### config.mk
export PLATFORM = sky130hd
export DESIGN_NAME = ser_cmd_seq
export DESIGN_NICKNAME = d
export VERILOG_FILES = /design/src/rtl/ser_cmd_seq.sv
export SDC_FILE = /design/constraint.sdc
export NUM_CORES = 1
export LEC_CHECK = 0
export ABC_AREA = 1
export ABC_CLOCK_PERIOD_IN_PS = 2200
export CAP_MARGIN = 20
export CORE_MARGIN = 2
export CORE_UTILIZATION = 45
export DETAILED_ROUTE_END_ITERATION = 10
export PLACE_DENSITY = 0.78
export SKIP_LAST_GASP = 1
export SLEW_MARGIN = 20
export SYNTH_ARGS = -nofsm -noshare
export SYNTH_HDL_FRONTEND = slang
export SYNTH_SLANG_ARGS = --single-unit
### constraint.sdc
create_clock -name clk -period 2.2 [get_ports clk]
set_input_delay 0.44 -clock clk [delete_from_list [all_inputs] [get_ports clk]]
set_output_delay 0.44 -clock clk [all_outputs]
set_load 0.005 [all_outputs]
### src/rtl/ser_cmd_seq.sv
// ser_cmd_seq: frames command packets from the serial byte receiver.
//
// A packet is an opcode byte followed by 0-3 payload bytes. The payload
// length N comes from opcode bits [7:6]. Each complete packet is held on
// cmd_op/cmd_arg with cmd_valid high until downstream accepts it with
// cmd_ready. A partial packet is abandoned if no byte arrives within
// TIMEOUT_CLOCKS clocks.
//
// Optional build macro: SER_CMD_CHECKSUM_EN
//   When defined, every packet carries one trailing checksum byte. It must
//   equal the XOR of the opcode and all payload bytes. When undefined,
//   there is no checksum byte and err_checksum is tied to 0.
//
// Ports:
//   clk          system clock
//   reset        synchronous, active-low reset
//   rcv_full     one-cycle strobe: rcv_data holds a new byte
//   rcv_data     received byte
//   cmd_valid    complete packet available (registered)
//   cmd_ready    downstream accepts packet when cmd_valid && cmd_ready
//   cmd_op       opcode byte
//   cmd_arg      payload, little-endian, unused bytes zero
//   err_overrun  one-cycle pulse: byte dropped while a packet was held
//   err_timeout  one-cycle pulse: partial packet abandoned
//   err_checksum one-cycle pulse: checksum mismatch
module ser_cmd_seq #(
    parameter int unsigned TIMEOUT_CLOCKS = 1000000
) (
    input  logic        clk,
    input  logic        reset,
    input  logic        rcv_full,
    input  logic [7:0]  rcv_data,
    output logic        cmd_valid,
    input  logic        cmd_ready,
    output logic [7:0]  cmd_op,
    output logic [23:0] cmd_arg,
    output logic        err_overrun,
    output logic        err_timeout,
    output logic        err_checksum
);

`ifdef SER_CMD_CHECKSUM_EN
    typedef enum logic [1:0] {S_IDLE, S_PAYLOAD, S_HOLD, S_CHECK} state_t;
`else
    typedef enum logic [1:0] {S_IDLE, S_PAYLOAD, S_HOLD} state_t;
`endif

    localparam logic [31:0] TO_LAST = 32'(TIMEOUT_CLOCKS - 1);

    state_t      state_q, state_d;
    logic        cmd_valid_q, cmd_valid_d;
    logic [7:0]  cmd_op_q, cmd_op_d;
    logic [23:0] cmd_arg_q, cmd_arg_d;
    logic [1:0]  idx_q, idx_d;
    logic [31:0] cnt_q, cnt_d;
    logic        err_overrun_q, err_overrun_d;
    logic        err_timeout_q, err_timeout_d;
    logic        take_op;
    logic        expire;
`ifdef SER_CMD_CHECKSUM_EN
    logic [7:0]  csum_q, csum_d;
    logic        err_checksum_q, err_checksum_d;
`endif

    assign expire = (cnt_q == TO_LAST);

    always_comb begin
        state_d       = state_q;
        cmd_op_d      = cmd_op_q;
        cmd_arg_d     = cmd_arg_q;
        idx_d         = idx_q;
        cnt_d         = cnt_q;
        err_overrun_d = 1'b0;
        err_timeout_d = 1'b0;
        take_op       = 1'b0;
`ifdef SER_CMD_CHECKSUM_EN
        csum_d         = csum_q;
        err_checksum_d = 1'b0;
`endif

        case (state_q)
            S_IDLE: begin
                if (rcv_full) take_op = 1'b1;
            end
            S_PAYLOAD: begin
                if (rcv_full) begin
                    cmd_arg_d[{idx_q, 3'b000} +: 8] = rcv_data;
                    idx_d = idx_q + 2'd1;
                    cnt_d = '0;
`ifdef SER_CMD_CHECKSUM_EN
                    csum_d = csum_q ^ rcv_data;
                    if (({1'b0, idx_q} + 3'd1) == {1'b0, cmd_op_q[7:6]}) state_d = S_CHECK;
`else
                    if (({1'b0, idx_q} + 3'd1) == {1'b0, cmd_op_q[7:6]}) state_d = S_HOLD;
`endif
                end else if (expire) begin
                    state_d       = S_IDLE;
                    err_timeout_d = 1'b1;
                end else begin
                    cnt_d = cnt_q + 32'd1;
                end
            end
            S_HOLD: begin
                // A byte arriving on the handshake cycle starts the next packet.
                if (cmd_ready) begin
                    state_d = S_IDLE;
                    if (rcv_full) take_op = 1'b1;
                end else if (rcv_full) begin
                    err_overrun_d = 1'b1;
                end
            end
`ifdef SER_CMD_CHECKSUM_EN
            S_CHECK: begin
                if (rcv_full) begin
                    if (rcv_data == csum_q) begin
                        state_d = S_HOLD;
                    end else begin
                        state_d        = S_IDLE;
                        err_checksum_d = 1'b1;
                    end
                end else if (expire) begin
                    state_d       = S_IDLE;
                    err_timeout_d = 1'b1;
                end else begin
                    cnt_d = cnt_q + 32'd1;
                end
            end
`endif
            default: state_d = S_IDLE;
        endcase

        if (take_op) begin
            cmd_op_d  = rcv_data;
            cmd_arg_d = '0;
            idx_d     = '0;
            cnt_d     = '0;
`ifdef SER_CMD_CHECKSUM_EN
            csum_d  = rcv_data;
            state_d = (rcv_data[7:6] == 2'd0) ? S_CHECK : S_PAYLOAD;
`else
            state_d = (rcv_data[7:6] == 2'd0) ? S_HOLD : S_PAYLOAD;
`endif
        end

        cmd_valid_d = (state_d == S_HOLD);
    end

    always_ff @(posedge clk) begin
        if (!reset) begin
            state_q       <= S_IDLE;
            cmd_valid_q   <= 1'b0;
            cmd_op_q      <= '0;
            cmd_arg_q     <= '0;
            idx_q         <= '0;
            cnt_q         <= '0;
            err_overrun_q <= 1'b0;
            err_timeout_q <= 1'b0;
`ifdef SER_CMD_CHECKSUM_EN
            csum_q         <= '0;
            err_checksum_q <= 1'b0;
`endif
        end else begin
            state_q       <= state_d;
            cmd_valid_q   <= cmd_valid_d;
            cmd_op_q      <= cmd_op_d;
            cmd_arg_q     <= cmd_arg_d;
            idx_q         <= idx_d;
            cnt_q         <= cnt_d;
            err_overrun_q <= err_overrun_d;
            err_timeout_q <= err_timeout_d;
`ifdef SER_CMD_CHECKSUM_EN
            csum_q         <= csum_d;
            err_checksum_q <= err_checksum_d;
`endif
        end
    end

    assign cmd_valid   = cmd_valid_q;
    assign cmd_op      = cmd_op_q;
    assign cmd_arg     = cmd_arg_q;
    assign err_overrun = err_overrun_q;
    assign err_timeout = err_timeout_q;
`ifdef SER_CMD_CHECKSUM_EN
    assign err_checksum = err_checksum_q;
`else
    assign err_checksum = 1'b0;
`endif

endmodule

==> impl_metrics.py <==
metrics = {
    "power": {
        "switching_share": 0.2912,
        "power_density_nw_per_um2": 554.9,
        "p_sw_mw": 0.7688,
        "ir_worst_vdd_mv": 0.2847,
        "seqPwrFrac": 0.502,
        "p_leak_nw": 1.668,
        "power.internal_mw": 1.872,
        "clock_power_share": 0.388,
        "combPwrFrac": 0.111,
    },
    "floorplan": {
        "start_util": 0.4609,
        "core_area_sq_um": 8678,
        "dieArea_sq_um": 9659,
        "die_w_um": 98.28,
        "die_height_um": 98.28,
        "placementRows": 34,
        "ioPinCount": 48,
    },
    "yosys": {
        "synth_area_sq_um": 4000,
        "synth.avg_cell_area_sq_um": 6.370,
        "synth_nets": 646,
        "ys_warn_count": 0,
        "synth.ff_latch_count": 71,
        "synth_cells": 628,
        "ys_types": 31,
        "yosysSeqAreaShare": 0.3553,
    },
    "timing": {
        "fin_skew_ps": 7.923,
        "period_share": 0.9253,
        "slew_headroom": 0.6145,
        "finalCriticalPeriod_ps": 2036,
        "rsz0062_at_grt": "false",
        "hold_viol_final": 0,
        "drv_slew": 0,
        "setup_viol_count_final": 0,
        "fin_tns_setup_ps": 0,
        "max_clock_freq_mhz": 491.2,
        "tightest_slew_ps": 577.7,
    },
    "global_routing": {
        "grt_pass1_wl_mm": 18.61,
        "grt_max_degree": 24,
        "grt-ovfl-total": 0,
        "grt.total_usage": 0.2364,
        "grt_pass1_vias": 3985,
        "antenna_found_initial": 0,
    },
    "drt": {
        "postRouteAntennaNets": 0,
        "drc": 0,
        "drt-vias-per-instance": 5.233,
        "drt_iter0_markers": 318,
        "route.vias.total": 4150,
        "first_pass_iters": 5,
        "drt-total-wl_mm": 11.20,
        "routedWlPerCell_um": 14.12,
    },
    "clock_tree": {
        "clkSinkCount": 71,
        "clock_path_buffers": 2,
        "cts.clk_slew.worst_paths_ps": 90,
        "cts_buffers": 9,
        "post_cts_buffers": 0,
        "tritoncts": "done",
        "clock_latency_ps": 350,
        "ctsResizeCount": 0,
        "htreeDepth": 3,
        "postCtsHoldBufs": 0,
        "cts-root-buf": "clkbuf_8",
    },
    "finish": {
        "area_delta_synth_final_pct": 18.96,
        "final_common_cell": "nand2_1",
        "drive_gt1_frac": 0.08029,
        "final_cell_count_no_fill": 793,
        "fin_nets": 698,
        "layout_common_cells": "nand2_1 (174), nor2_1 (128), dfxtp_1 (71)",
        "antennaDiodeCount": 0,
    },
    "placed_design": {
        "gp_congestion": 0.9545,
        "dp_cells": 777,
        "port_buffers": 46,
        "dp_hpwl_mm": 8.416,
    },
    "run_status": {
        "outcome": "completed",
    },
    "critical_path": {
        "end_kind": "flip-flop",
        "critPathKind": "reg -> reg",
        "required_ps": 2450,
        "cp-start-kind": "flip-flop",
        "r2r_slack_ps": 160,
        "cp.arrival_ps": 2290,
        "crit_fanout": 16,
    },
    "min_path": {
        "hp-class": "reg -> reg",
    },
    "job": {
        "maxCapViolations": 0,
    },
}
## critical path: stages (launching register included)
cell and delay (ps):
dfxtp_1 380, ha_1 230, inv_1 120, nor2_4 180
nand2_2 70, nor2_2 140, nand3_2 160, nand2_2 130
inv_1 270, nor2_1 210, nor3_2 50
## cells in the mapped netlist, drive strengths merged
| library cell | n | area share |
|---|---|---|
| a211oi | 1 | 0.0019 |
| a21oi | 57 | 0.076 |
| buf | 16 | 0.034 |
| clkbuf | 7 | 0.0066 |
| conb | 1 | 0.00094 |
| dfxtp | 71 | 0.36 |
| ha | 6 | 0.019 |
| inv | 53 | 0.050 |
| nand2 | 179 | 0.17 |
| nand3 | 35 | 0.045 |
| nand4 | 12 | 0.019 |
| nor2 | 134 | 0.13 |
| nor3 | 10 | 0.014 |
| nor4 | 3 | 0.0047 |
| o21ai | 15 | 0.019 |
| o21bai | 2 | 0.0038 |
| or3 | 16 | 0.025 |
| xnor2 | 3 | 0.0066 |
| xor2 | 7 | 0.015 |
## worst paths after layout
path	start	end	cells after the start
worst min-delay path	cmd_arg[14]$_SDFFE_PP0P_	cmd_arg[14]$_SDFFE_PP0P_	2
worst max register to register	cnt_q[0]$_SDFFE_PP0P_	cnt_q[1]$_SDFFE_PP0P_	10
worst max-delay path	cnt_q[0]$_SDFFE_PP0P_	cnt_q[1]$_SDFFE_PP0P_	10
worst min register to register	cmd_arg[14]$_SDFFE_PP0P_	cmd_arg[14]$_SDFFE_PP0P_	2
## flip-flops by register name (all words and copies together) (netlist names)
| name | count |
|---|---|
| cnt_q | 32 |
| cmd_arg | 24 |
| cmd_op | 8 |
| idx_q | 2 |
| state_q | 2 |
| cmd_valid | 1 |
| err_overrun | 1 |
| err_timeout | 1 |
## power groups by stage
stage | logic (mW) | clock network [mW] | registers [mW]
5_1_grt | 0.321 | 1.09 | 1.33
2_1_floorplan | 0.171 | 0 | 1.35
3_3_place_gp | 0.284 | 0 | 1.35
4_1_cts | 0.291 | 1.04 | 1.32
3_5_place_dp | 0.290 | 0 | 1.35
6_report | 0.292 | 1.02 | 1.32
## per-layer routing
layer,global-route usage,wire (um),vias to the layer above
met5,0,0,-
met4,0.09273,302,0
met2,0.4019,5369,155
li1,-,-,2097
met3,0.04939,737,27
met1,0.2931,4788,1871
## layout make-up
type / instances / area [sq um]
well taps: 108 / 135.1
flip-flops and latches: 71 / 1421
clock inverters: 6 / 51.30
inverters: 53 / 198.9
multi-input cells: 481 / 2218
fillers: 876 / 3920
clock buffers: 10 / 137.6
repair buffers: 64 / 595.6
## metrics by stage
stage	power, mW	hold WS [ps]	util	worst slack, ps	instance area [sq um]
6_report	2.641	471.5	0.5483	164.4	4758
5_1_grt	2.741	489.4	0.5483	15.23	4758
4_1_cts	2.654	473.1	0.5483	180.8	4758
3_5_place_dp	1.644	459.9	0.5265	41.15	4569
3_3_place_gp	1.638	455.3	0.5265	85.81	4569
2_1_floorplan	1.524	420.2	-	543.2	4000
## cell families after synthesis
family	count (synthesis)	share of synthesized area
simple gates	389	0.4126
buf+inv	76	0.09009
compound gates	75	0.1004
flops	71	0.3553
xor+xnor	10	0.02190
fa+ha+maj	6	0.01877
other cells	1	0.0009375
No activity file was read; power rests on OpenSTA's default activity.
